### src/rtl/microwave_ctrl_pwr.sv
// Microwave controller core: keypad time entry, BCD countdown, duty-cycled
// magnetron enable with selectable power level, and an end-of-cook beep window.
module microwave_ctrl_pwr #(
    parameter int TICKS_PER_SEC = 50_000_000,
    parameter int MIN_DIGITS    = 1,
    parameter int POWER_STEPS   = 10,
    parameter int BEEP_SECS     = 3
) (
    input  logic                               clk,
    input  logic                               rst,
    input  logic [9:0]                         keypad,
    input  logic                               start,
    input  logic                               stop,
    input  logic                               clear,
    input  logic                               power_key,
    input  logic                               door_closed,
    output logic [3:0]                         sec_ones,
    output logic [3:0]                         sec_tens,
    output logic [4*MIN_DIGITS-1:0]            mins,
    output logic [$clog2(POWER_STEPS+1)-1:0]   power,
    output logic                               mag_on,
    output logic                               done,
    output logic [1:0]                         state
);
    localparam int PW = $clog2(POWER_STEPS + 1);
    localparam int CW = $clog2(TICKS_PER_SEC);
    localparam int BW = (BEEP_SECS > 1) ? $clog2(BEEP_SECS) : 1;
    localparam int MW = 4 * MIN_DIGITS;

    typedef enum logic [1:0] {
        IDLE  = 2'd0,
        COOK  = 2'd1,
        PAUSE = 2'd2,
        DONE  = 2'd3
    } state_e;

    state_e        state_q;
    logic [3:0]    sec_ones_q, sec_tens_q;
    logic [MW-1:0] mins_q;
    logic [PW-1:0] power_q, win_q;
    logic [CW-1:0] presc_q;
    logic [BW-1:0] beep_q;
    logic          done_q;
    logic [9:0]    key_prev_q;
    logic          pwr_prev_q;

    logic          key_ok, pwr_edge, tick, time_zero, dec_zero, borrow;
    logic [3:0]    key_idx, dec_ones, dec_tens;
    logic [MW-1:0] dec_mins, shift_mins;
    logic [PW-1:0] power_inc, win_next;

    always_comb begin
        key_idx = 4'd0;
        for (int i = 0; i < 10; i++) begin
            if (keypad[i]) key_idx = 4'(i);
        end
        key_ok     = (state_q == IDLE) && $onehot(keypad) && (key_prev_q == 10'd0);
        pwr_edge   = power_key && !pwr_prev_q;
        power_inc  = (power_q == PW'(POWER_STEPS)) ? PW'(1) : power_q + PW'(1);
        win_next   = (win_q == PW'(POWER_STEPS - 1)) ? '0 : win_q + PW'(1);
        tick       = (presc_q == CW'(TICKS_PER_SEC - 1));
        time_zero  = (sec_ones_q == 4'd0) && (sec_tens_q == 4'd0) && (mins_q == '0);
        shift_mins = mins_q << 4;
        shift_mins[3:0] = sec_tens_q;

        // BCD countdown; a minutes borrow turns lower zero digits into 9s
        dec_ones = sec_ones_q;
        dec_tens = sec_tens_q;
        dec_mins = mins_q;
        borrow   = 1'b0;
        if (sec_ones_q != 4'd0) begin
            dec_ones = sec_ones_q - 4'd1;
        end else if (sec_tens_q != 4'd0) begin
            dec_tens = sec_tens_q - 4'd1;
            dec_ones = 4'd9;
        end else begin
            dec_ones = 4'd9;
            dec_tens = 4'd5;
            borrow   = 1'b1;
            for (int i = 0; i < MIN_DIGITS; i++) begin
                if (borrow) begin
                    if (mins_q[4*i +: 4] == 4'd0) begin
                        dec_mins[4*i +: 4] = 4'd9;
                    end else begin
                        dec_mins[4*i +: 4] = mins_q[4*i +: 4] - 4'd1;
                        borrow = 1'b0;
                    end
                end
            end
        end
        dec_zero = (dec_ones == 4'd0) && (dec_tens == 4'd0) && (dec_mins == '0);
    end

    always_ff @(posedge clk) begin
        if (rst) begin
            state_q    <= IDLE;
            sec_ones_q <= 4'd0;
            sec_tens_q <= 4'd0;
            mins_q     <= '0;
            power_q    <= PW'(POWER_STEPS);
            win_q      <= '0;
            presc_q    <= '0;
            beep_q     <= '0;
            done_q     <= 1'b0;
            key_prev_q <= 10'd0;
            pwr_prev_q <= 1'b0;
        end else begin
            key_prev_q <= keypad;
            pwr_prev_q <= power_key;
            if (clear) begin
                state_q    <= IDLE;
                sec_ones_q <= 4'd0;
                sec_tens_q <= 4'd0;
                mins_q     <= '0;
                power_q    <= PW'(POWER_STEPS);
                done_q     <= 1'b0;
            end else if (stop) begin
                if (state_q == COOK) begin
                    state_q <= PAUSE;
                end else begin
                    if (state_q != DONE) begin
                        sec_ones_q <= 4'd0;
                        sec_tens_q <= 4'd0;
                        mins_q     <= '0;
                    end
                    state_q <= IDLE;
                    done_q  <= 1'b0;
                end
            end else begin
                case (state_q)
                    IDLE: begin
                        if (start && door_closed && !time_zero) begin
                            state_q <= COOK;
                            presc_q <= '0;
                            win_q   <= '0;
                        end else begin
                            if (key_ok) begin
                                mins_q     <= shift_mins;
                                sec_tens_q <= sec_ones_q;
                                sec_ones_q <= key_idx;
                            end
                            if (pwr_edge) power_q <= power_inc;
                        end
                    end
                    PAUSE: begin
                        if (start && door_closed) begin
                            state_q <= COOK;
                            presc_q <= '0;
                        end else if (pwr_edge) begin
                            power_q <= power_inc;
                        end
                    end
                    COOK: begin
                        // An open door wins over a coincident tick, which is lost
                        if (!door_closed) begin
                            state_q <= PAUSE;
                        end else if (tick) begin
                            presc_q    <= '0;
                            win_q      <= win_next;
                            sec_ones_q <= dec_ones;
                            sec_tens_q <= dec_tens;
                            mins_q     <= dec_mins;
                            if (dec_zero) begin
                                state_q <= DONE;
                                beep_q  <= '0;
                                done_q  <= 1'b1;
                            end
                        end else begin
                            presc_q <= presc_q + CW'(1);
                        end
                    end
                    DONE: begin
                        if (!door_closed || start) begin
                            state_q <= IDLE;
                            done_q  <= 1'b0;
                        end else if (tick) begin
                            presc_q <= '0;
                            if (beep_q == BW'(BEEP_SECS - 1)) begin
                                state_q <= IDLE;
                                done_q  <= 1'b0;
                            end else begin
                                beep_q <= beep_q + BW'(1);
                            end
                        end else begin
                            presc_q <= presc_q + CW'(1);
                        end
                    end
                    default: state_q <= IDLE;
                endcase
            end
        end
    end

    // Combinational so the magnetron drops in the very cycle the door opens
    assign mag_on   = (state_q == COOK) && door_closed && (win_q < power_q);
    assign sec_ones = sec_ones_q;
    assign sec_tens = sec_tens_q;
    assign mins     = mins_q;
    assign power    = power_q;
    assign done     = done_q;
    assign state    = state_q;
endmodule

### config.mk
export PLATFORM = sky130hd
export DESIGN_NAME = microwave_ctrl_pwr
export DESIGN_NICKNAME = d
export VERILOG_FILES = /design/src/rtl/microwave_ctrl_pwr.sv
export SDC_FILE = /design/constraint.sdc
export NUM_CORES = 1
export LEC_CHECK = 0
export CAP_MARGIN = 30
export CORE_ASPECT_RATIO = 1.1
export CORE_MARGIN = 2
export CORE_UTILIZATION = 58
export CTS_CLUSTER_DIAMETER = 50
export DETAILED_ROUTE_END_ITERATION = 16
export GPL_ROUTABILITY_DRIVEN = 0
export GPL_TIMING_DRIVEN = 0
export PLACE_DENSITY = 0.89
export SYNTH_ARGS = -nofsm -noshare
export SYNTH_HDL_FRONTEND = slang
export SYNTH_SLANG_ARGS = --single-unit
### constraint.sdc
create_clock -name clk -period 4.2 [get_ports clk]
set_input_delay 0.42 -clock clk [delete_from_list [all_inputs] [get_ports clk]]
set_output_delay 0.42 -clock clk [all_outputs]
set_load 0.03 [all_outputs]
==> flow_metrics.env, run 1 <==
export IMPL_viasPerCell=6.40
export IMPL_rows=31
export IMPL_ant_nets=0
export IMPL_fin_nets=550
export IMPL_dieArea_um2=7300
export IMPL_fmax_ghz=0.246
export IMPL_async_reset_ff_share_pct=0
export IMPL_htreeDepth=3
export IMPL_portBuffers=36
export IMPL_tightest_slew_ns=0.776
export IMPL_synthFlopType="dfxtp_1"
export IMPL_slew_limit_headroom_pct=47.8
export IMPL_drive_above_1_share_pct=8.22
export IMPL_outcome="complete, no violations"
export IMPL_tritoncts="done"
export IMPL_fin_skew_ns=0.0137
export IMPL_maxSlewViolCount=0
export IMPL_wl_per_cell_um=17.2
export IMPL_syn_to_final_growth_pct=19.0
export IMPL_numCtsBuffers=9
export IMPL_fin_area_um2=4580
export IMPL_synth_cells=470
export IMPL_grt_usage_pct=30.1
export IMPL_cts_hold_buf=0
export IMPL_post_route_period_util_pct=96.8
export IMPL_cp_arrival_ns=4.31
export IMPL_grt_pass1_wl_um=16800
export IMPL_synth_seq_area_share_pct=32.3
export IMPL_drcViolationCount=0
export IMPL_final_util_pct=70.3
export IMPL_holdWs_ns=0.426
export IMPL_rsz0062_at_grt="false"
export IMPL_clkLatencyLatePin_ns=0.35
export IMPL_vias=3873
export IMPL_ios=37
export IMPL_antennaDiodeCount=0
export IMPL_clk_pin_slew_worst_paths_ns=0.07
export IMPL_grt_antenna_before_repair=0
export IMPL_cap_viol_max_count=0
export IMPL_root_buffer="clkbuf_8"
export IMPL_critPathRequiredTime_ns=4.45
export IMPL_grt_overflow=0
export IMPL_clock_path_buffers=2
export IMPL_dpl_cell_area_um2=4310
export IMPL_finalHoldViolations=0
export IMPL_leakage_uw=0.00166
export IMPL_die_h_um=89.4
export IMPL_start_util_pct=59.0
export IMPL_post_route_min_period_ns=4.07
export IMPL_synthesis_yosys_warnings=0
export IMPL_hold_path_class="input pin to flop"
export IMPL_initialDrtViolationCount=437
export IMPL_cts_sinks=62
export IMPL_endpoint_kind="flop"
export IMPL_grt_max_degree=11
export IMPL_synth_edf_count=0
export IMPL_routed_wl_um=10400
export IMPL_power_uw=1400
export IMPL_grt_pass1_vias=3643
export IMPL_core_area_um2=6520
export IMPL_peakVddDrop_mv=0.195
export IMPL_critPathLaunchType="input pin"
export IMPL_synth_area_per_cell_um2=8.18
export IMPL_hpwl_um=7270
export IMPL_ys_ff_latch=62
export IMPL_syn_area_um2=3850
export IMPL_drtPass1Iterations=5
export IMPL_syn_num_nets=502
export IMPL_pwr_density_cell_nw_per_um2=307
export IMPL_fill_cells=495
export IMPL_die_w_um=81.6
export IMPL_path_max_fanout=4
export IMPL_synth_cell_types=69
export IMPL_setup_violations=0
export IMPL_worstSetupPathType="input pin to flop"
synth_stat cells, drive strengths merged (11+ instances only):
| cell | n | area [um2] |
|---|---|---|
| nor2 | 44 | 165 |
| nor3 | 14 | 70.1 |
| a21oi | 23 | 115 |
| clkbuf | 18 | 68.8 |
| buf | 11 | 61.3 |
| nand4 | 18 | 113 |
| nor2b | 14 | 87.6 |
| dfxtp | 62 | 1240 |
| nand3 | 20 | 100 |
| nand2 | 37 | 139 |
| mux2i | 11 | 110 |
| inv | 26 | 97.6 |
| nor4 | 14 | 109 |
| or4 | 12 | 97.6 |
| o21ai | 13 | 65.1 |
state kept, by name (all words and copies together) (netlist names):
signal / count
beep_q: 2
done: 1
key_prev_q: 10
mins: 4
power: 4
presc_q: 26
pwr_prev_q: 1
sec_ones: 4
sec_tens: 4
state: 2
win_q: 4
power by group:
| part | total [uW] | internal, uW | switching [uW] |
|---|---|---|---|
| Sequential | 605 | 598 | 7.44 |
| Combinational | 260 | 108 | 152 |
| Clock | 540 | 306 | 234 |
timing repair:
action / in CTS / in global routing
endpoints found under the setup margin: 12 / 12
hold endpoints to repair: 0 / 0
resized for setup: 4 / 12
pin swaps: 0 / 2
setup buffers: 0 / 1
final timing paths:
kind	endpoint	cells past startpoint	slack (ns)	from
max	sec_ones[0]$_SDFFE_PP0P_	15	0.13	keypad[9]
min	key_prev_q[1]$_SDFF_PP0_	3	0.43	keypad[1]
max reg2reg	presc_q[12]$_SDFFE_PP0P_	7	1.53	sec_ones[1]$_SDFFE_PP0P_
min reg2reg	beep_q[1]$_SDFFE_PP0P_	2	0.46	beep_q[1]$_SDFFE_PP0P_
per-stage QoR:
stage | worst slack (ns) | TNS (ns) | instances
2_1_floorplan | 0.429 | 0 | 470
3_3_place_gp | -0.589 | -6.61 | 588
3_5_place_dp | -0.688 | -7.72 | 588
4_1_cts | 0.0406 | 0 | 604
5_1_grt | 0.0150 | 0 | 605
6_report | 0.134 | 0 | 605
final cells by class:
class / instances / area [um2] / share of cell area (%)
inverter: 26 / 97.6 / 2.13
timing repair buffer: 37 / 375 / 8.20
multi-input combinational: 353 / 2420 / 52.9
clock inverter: 3 / 42.5 / 0.929
tap: 82 / 103 / 2.24
sequential: 62 / 1240 / 27.1
buffer: 29 / 136 / 2.98
clock buffer: 13 / 159 / 3.47
critical path: stages:
cell and delay [ns]:
clkdlybuf4s50_1 0.57, fa_1 0.46, fa_1 0.49, inv_1 0.05
fa_1 0.43, inv_1 0.08, ha_1 0.18, inv_1 0.06
fa_1 0.41, a2111oi_2 0.38, a21oi_2 0.09, o21ai_4 0.24
buf_4 0.15, a31oi_1 0.08, a41o_1 0.21
cell families after synthesis:
family                   Yosys count  share of synthesized area [%]
AO/OA/AOI/OAI                     92                           17.3
XOR/XNOR                          18                           4.10
adder cells (fa/ha/maj)           15                           6.05
multiplexers                      12                           3.16
buffers and inverters             55                           5.92
AND/OR/NAND/NOR                  216                           31.2
flip-flops                        62                           32.3
layout by cell type (no fill, tap or decap), drive strengths merged, types with 18 or more instances in the layout:
cell           netlist  routed
nand4               18      18
nand3               20      20
nand2               37      37
clkbuf              18      31
nor2                44      44
clkdlybuf4s50        0      33
a21oi               23      23
dfxtp               62      62
inv                 26      26
per-layer routing:
layer / global-route usage [%] / vias to the layer above / wire (um)
met5: 0 / - / 0
met4: 15.3 / 0 / 381
met3: 8.59 / 34 / 761
met2: 50.4 / 197 / 5010
met1: 35.0 / 1809 / 4260
li1: - / 1833 / -
Power figures use the tool's default switching activity.
==> inputs of run 2 (changes only) <==
REMOVE_ABC_BUFFERS = 1   (was default)
==> run 2 against run 1 <==
Register-to-register slack got worse by 0.73 ns. Final cell count decreased by 3.5%. Via count decreased by 3.3%. Critical path depth unchanged. Clock skew decreased by 0.0073 ns.
==> flow_metrics.env, run 2 (synthesis results as in run 1) <==
export IMPL_outcome="complete, no violations"
export IMPL_cap_viol_max_count=0
export IMPL_viasPerCell=6.41
export IMPL_final_common_cell="dfxtp_1"
export IMPL_crit_chain="clkdlybuf4s50_1 -> fa_1 -> fa_1 -> inv_1 -> fa_1 -> inv_1 -> ha_1 -> inv_1 -> fa_1 -> nor4b_2 -> nand3_1 -> o21ai_2 -> nand3_4 -> buf_4 -> mux2i_1"
export IMPL_ant_nets=0
export IMPL_post_route_min_period_ns=4.07
export IMPL_critPathLaunchType="input pin"
export IMPL_grt_usage_pct=26.9
export IMPL_critPathRequiredTime_ns=4.43
export IMPL_post_route_period_util_pct=96.9
export IMPL_clock_path_buffers=2
export IMPL_cts_hold_buf=0
export IMPL_core_area_um2=6520
export IMPL_antennaDiodeCount=0
export IMPL_cp_slowest_stage_delay_ns=0.52
export IMPL_tritoncts="done"
export IMPL_dieArea_um2=7300
export IMPL_endpoint_kind="flop"
export IMPL_finalHoldViolations=0
export IMPL_fin_nets=529
export IMPL_syn_to_final_growth_pct=17.6
export IMPL_grt_antenna_before_repair=0
export IMPL_grt_max_degree=30
export IMPL_die_h_um=89.4
export IMPL_routed_wl_um=9370
export IMPL_cpMaxStageDelayCell="clkdlybuf4s50_1"
export IMPL_tightest_slew_ns=1.04
export IMPL_leakage_uw=0.00164
export IMPL_root_buffer="clkbuf_8"
export IMPL_holdWs_ns=0.431
export IMPL_wl_per_cell_um=16.0
export IMPL_ios=37
export IMPL_vias=3744
export IMPL_clk_pin_slew_worst_paths_ns=0.07
export IMPL_portBuffers=36
export IMPL_reg_largest_list="presc_q (26), key_prev_q (10)"
export IMPL_final_cell_mix="62 x dfxtp_1, 44 x nor2_1, 37 x nand2_1, 33 x clkdlybuf4s50_1, 26 x inv_1"
export IMPL_path_max_fanout=5
export IMPL_htreeDepth=3
export IMPL_grt_pass1_vias=3428
export IMPL_initialDrtViolationCount=314
export IMPL_maxSlewViolCount=0
export IMPL_drtPass1Iterations=6
export IMPL_start_util_pct=59.0
export IMPL_fin_skew_ns=0.00637
export IMPL_top_register="presc_q"
export IMPL_rsz0062_at_grt="false"
export IMPL_setup_tns_ns=0
export IMPL_pwr_density_cell_nw_per_um2=306
export IMPL_grt_overflow=0
export IMPL_clkLatencyLatePin_ns=0.35
export IMPL_slew_limit_headroom_pct=30.5
export IMPL_die_w_um=81.6
export IMPL_setup_violations=0
export IMPL_peakVddDrop_mv=0.209
export IMPL_fmax_ghz=0.246
export IMPL_final_util_pct=69.4
export IMPL_grt_pass1_wl_um=15200
export IMPL_power_uw=1390
export IMPL_drcViolationCount=0
export IMPL_hpwl_um=6430
export IMPL_cp_arrival_ns=4.30
export IMPL_hold_path_class="input pin to flop"
export IMPL_drive_above_1_share_pct=7.97
export IMPL_crit_top_cell="fa_1"
export IMPL_largest_register_ffs=26
export IMPL_rows=31
export IMPL_numCtsBuffers=9
export IMPL_fill_cells=492
export IMPL_cts_sinks=62
export IMPL_worstSetupPathType="input pin to flop"
run 2: cell count changes in the layout (fill, tap and decap cells not counted), moves of 2 or more:
cell,before,now
buf_2,6,0
buf_4,2,5
clkbuf_1,19,1
clkinv_2,1,3
nand3_2,2,0
buf_1,2,0
run 2: path summary, 6_finish.rpt:
kind	start	slack, ns	to	depth (start not counted)
worst max-delay path	keypad[3]	0.13	sec_ones[1]$_SDFFE_PP0P_	15
worst min-delay path	keypad[9]	0.43	key_prev_q[9]$_SDFF_PP0_	2
worst max register to register	sec_ones[0]$_SDFFE_PP0P_	0.80	presc_q[1]$_SDFFE_PP0P_	6
worst min register to register	beep_q[1]$_SDFFE_PP0P_	0.46	beep_q[1]$_SDFFE_PP0P_	2
run 2: repair_timing:
| action | CTS | global route |
|---|---|---|
| pin swaps | 0 | 2 |
| setup buffers | 0 | 5 |
| endpoints found under the setup margin | 11 | 12 |
| resized for setup | 5 | 5 |
run 2: power breakdown:
part           internal, uW  switching, uW  total [uW]
logic                   106            136         242
clock network           303            231         534
registers               598           11.7         609
run 2: area by class of cell:
cell class	instances	area [um2]	share of cell area, %
Clock buffer	12	155	3.43
Clock inverter	4	45.0	0.996
Inverter	26	97.6	2.16
Multi-Input combinational cell	353	2410	53.2
Sequential cell	62	1240	27.4
Tap cell	82	103	2.27
Timing Repair Buffer	45	475	10.5
run 2: critical path: cells and delay by family:
family,cells,cell delay (ns)
AND/OR/NAND/NOR,3,0.53
multiplexers,1,0.11
AO/OA/AOI/OAI,1,0.27
buffers and inverters,5,0.91
adder cells (fa/ha/maj),5,2.06
run 2: through the flow:
| stage | area (um2) | instances | setup WS, ns |
|---|---|---|---|
| floorplan | 3720 | 441 | 0.119 |
| global placement | 4180 | 559 | -0.906 |
| detailed placement | 4240 | 563 | -1.02 |
| CTS | 4460 | 579 | 0.0503 |
| global route | 4520 | 584 | 0.00202 |
| finish | 4520 | 584 | 0.131 |
run 2: metal layers:
metal,GRT usage [%],vias up,wire length (um)
met5,0,-,0
li1,-,1779,-
met1,31.5,1763,3830
met2,46.9,173,4690
met3,4.65,29,615
met4,13.9,0,233
==> inputs of run 3 (changes only) <==
CELL_PAD_IN_SITES_DETAIL_PLACEMENT = 0   (was default)
CELL_PAD_IN_SITES_GLOBAL_PLACEMENT = 1   (was default)
CORE_UTILIZATION = 43   (was 58)
PLACE_DENSITY = 0.88   (was 0.89)
==> run 3 against run 2 <==
Critical path depth unchanged. Sequential share of layout area decreased by 0.60 points. Cell area grew 2.2%. Largest cell class unchanged. Largest power group is now the clock network.
==> flow_metrics.env, run 3 (synthesis results as in run 1) <==
export IMPL_critPathRequiredTime_ns=4.43
export IMPL_die_w_um=94.2
export IMPL_critPathLaunchType="input pin"
export IMPL_final_common_cell="dfxtp_1"
export IMPL_tightest_slew_ns=0.877
export IMPL_ios=37
export IMPL_cts_sinks=62
export IMPL_crit_path_end="mins[1]$_SDFFE_PP0P_"
export IMPL_largest_register_ffs=26
export IMPL_die_h_um=103
export IMPL_clk_pin_slew_worst_paths_ns=0.07
export IMPL_ant_nets=0
export IMPL_drcViolationCount=0
export IMPL_syn_to_final_growth_pct=20.2
export IMPL_antennaDiodeCount=0
export IMPL_core_area_um2=8780
export IMPL_clkLatencyLatePin_ns=0.35
export IMPL_initialDrtViolationCount=133
export IMPL_hpwl_um=6760
export IMPL_outcome="complete, no violations"
export IMPL_dp_cells=595
export IMPL_grt_usage_pct=19.8
export IMPL_cp_arrival_ns=4.28
export IMPL_maxSlewViolCount=0
export IMPL_numCtsBuffers=9
export IMPL_viasPerCell=5.90
export IMPL_r2r_start="sec_ones[0]$_SDFFE_PP0P_"
export IMPL_dpl_cell_area_um2=4260
export IMPL_post_route_min_period_ns=4.05
export IMPL_post_route_period_util_pct=96.4
export IMPL_htreeDepth=3
export IMPL_dieArea_um2=9720
export IMPL_r2r_slack_ns=0.92
export IMPL_drive_above_1_share_pct=8.25
export IMPL_setup_violations=0
export IMPL_drtPass1Iterations=4
export IMPL_grt_pass1_wl_um=15300
export IMPL_clock_path_buffers=2
export IMPL_grt_antenna_before_repair=0
export IMPL_reg_largest_list="presc_q (26), key_prev_q (10)"
export IMPL_portBuffers=36
export IMPL_fill_cells=832
export IMPL_rows=36
export IMPL_start_util_pct=43.8
export IMPL_fin_nets=525
export IMPL_root_buffer="clkbuf_8"
export IMPL_grt_overflow=0
export IMPL_tritoncts="done"
export IMPL_final_cells=611
export IMPL_routed_wl_um=9710
export IMPL_final_util_pct=52.6
export IMPL_startpoint="keypad[9]"
export IMPL_top_register="presc_q"
export IMPL_peakVddDrop_mv=0.251
export IMPL_final_cell_mix="62 x dfxtp_1, 44 x nor2_1, 37 x nand2_1, 33 x clkdlybuf4s50_1, 26 x inv_1"
export IMPL_worstSetupPathType="input pin to flop"
export IMPL_timing_rr_end="presc_q[19]$_SDFFE_PP0P_"
export IMPL_hold_path_class="input pin to flop"
export IMPL_slew_limit_headroom_pct=41.0
export IMPL_wl_per_cell_um=15.9
export IMPL_pwr_density_cell_nw_per_um2=336
export IMPL_finalHoldViolations=0
export IMPL_path_max_fanout=10
export IMPL_cap_viol_max_count=0
export IMPL_leakage_uw=0.00165
export IMPL_fin_skew_ns=0.0159
export IMPL_vias=3602
export IMPL_endpoint_kind="flop"
export IMPL_grt_max_degree=29
export IMPL_grt_pass1_vias=3204
export IMPL_fmax_ghz=0.247
export IMPL_fin_area_um2=4620
export IMPL_worst_r2r_path_depth=5
-- run 3: cell count changes in the layout (fill, tap and decap cells not counted), moves of 2 or more --
| cell | change |
|---|---|
| clkinv_2 | -3 |
| buf_4 | -2 |
| buf_6 | -2 |
| bufinv_16 | +2 |
-- run 3: how the worst min path moves through the flow --
stage                                      start                        to  cells after the start
final                                  keypad[3]  key_prev_q[3]$_SDFF_PP0_                      3
after global routing                   keypad[3]  key_prev_q[3]$_SDFF_PP0_                      3
after CTS                 beep_q[1]$_SDFFE_PP0P_    beep_q[1]$_SDFFE_PP0P_                      2
after detailed placement  beep_q[1]$_SDFFE_PP0P_    beep_q[1]$_SDFFE_PP0P_                      2
after global placement    beep_q[1]$_SDFFE_PP0P_    beep_q[1]$_SDFFE_PP0P_                      2
after floorplan           beep_q[1]$_SDFFE_PP0P_    beep_q[1]$_SDFFE_PP0P_                      2
-- run 3: critical path, cell delays in order --
cell	delay [ns]
clkdlybuf4s50_1	0.55
fa_1	0.46
fa_1	0.51
inv_1	0.07
fa_1	0.44
inv_1	0.11
ha_4	0.15
inv_1	0.05
fa_2	0.52
nor4b_4	0.24
nand3_2	0.13
o21ai_4	0.23
nand3_4	0.11
buf_12	0.17
mux2i_1	0.12
-- run 3: report_power, final --
part	internal, uW	switching, uW	total (uW)	leakage [uW]
Sequential	598	12.2	610	0.000503
Clock	440	235	675	0.000129
Combinational	117	150	267	0.00101
Total	1150	397	1550	0.00165
-- run 3: layout make-up --
class	count	area (um2)	share of cell area [%]
Multi-Input combinational cell	353	2460	53.2
Sequential cell	62	1240	26.8
Timing Repair Buffer	41	425	9.20
Clock buffer	12	165	3.57
Tap cell	114	143	3.08
Inverter	26	97.6	2.11
Clock inverter	3	90.1	1.95
-- run 3: metal layers --
metal  routed length [um]  share of wire, %  GRT usage (%)
met3                  389               4.0           3.04
met2                 4750                49           34.2
met4                  133               1.4           8.25
met1                 4430                46           24.8
met5                    0                 0              0
-- run 3: stage by stage --
stage	hold slack [ns]	setup slack [ns]	setup TNS, ns	total power (uW)
6_report	0.407	0.152	0	1550
5_1_grt	0.406	-0.0157	-0.0157	1620
4_1_cts	0.459	0.0296	0	1520
3_5_place_dp	0.449	-1.09	-11.25	836
3_3_place_gp	0.442	-0.996	-27.62	828
2_1_floorplan	0.430	0.119	0	754
-- run 3: repair_timing --
item / in CTS / in global routing
setup endpoints to repair: 12 / 12
hold buffers: 0 / 0
buffers inserted: 1 / 0
gates resized for setup: 5 / 13
pin swaps: 0 / 2
cloned: 0 / 0
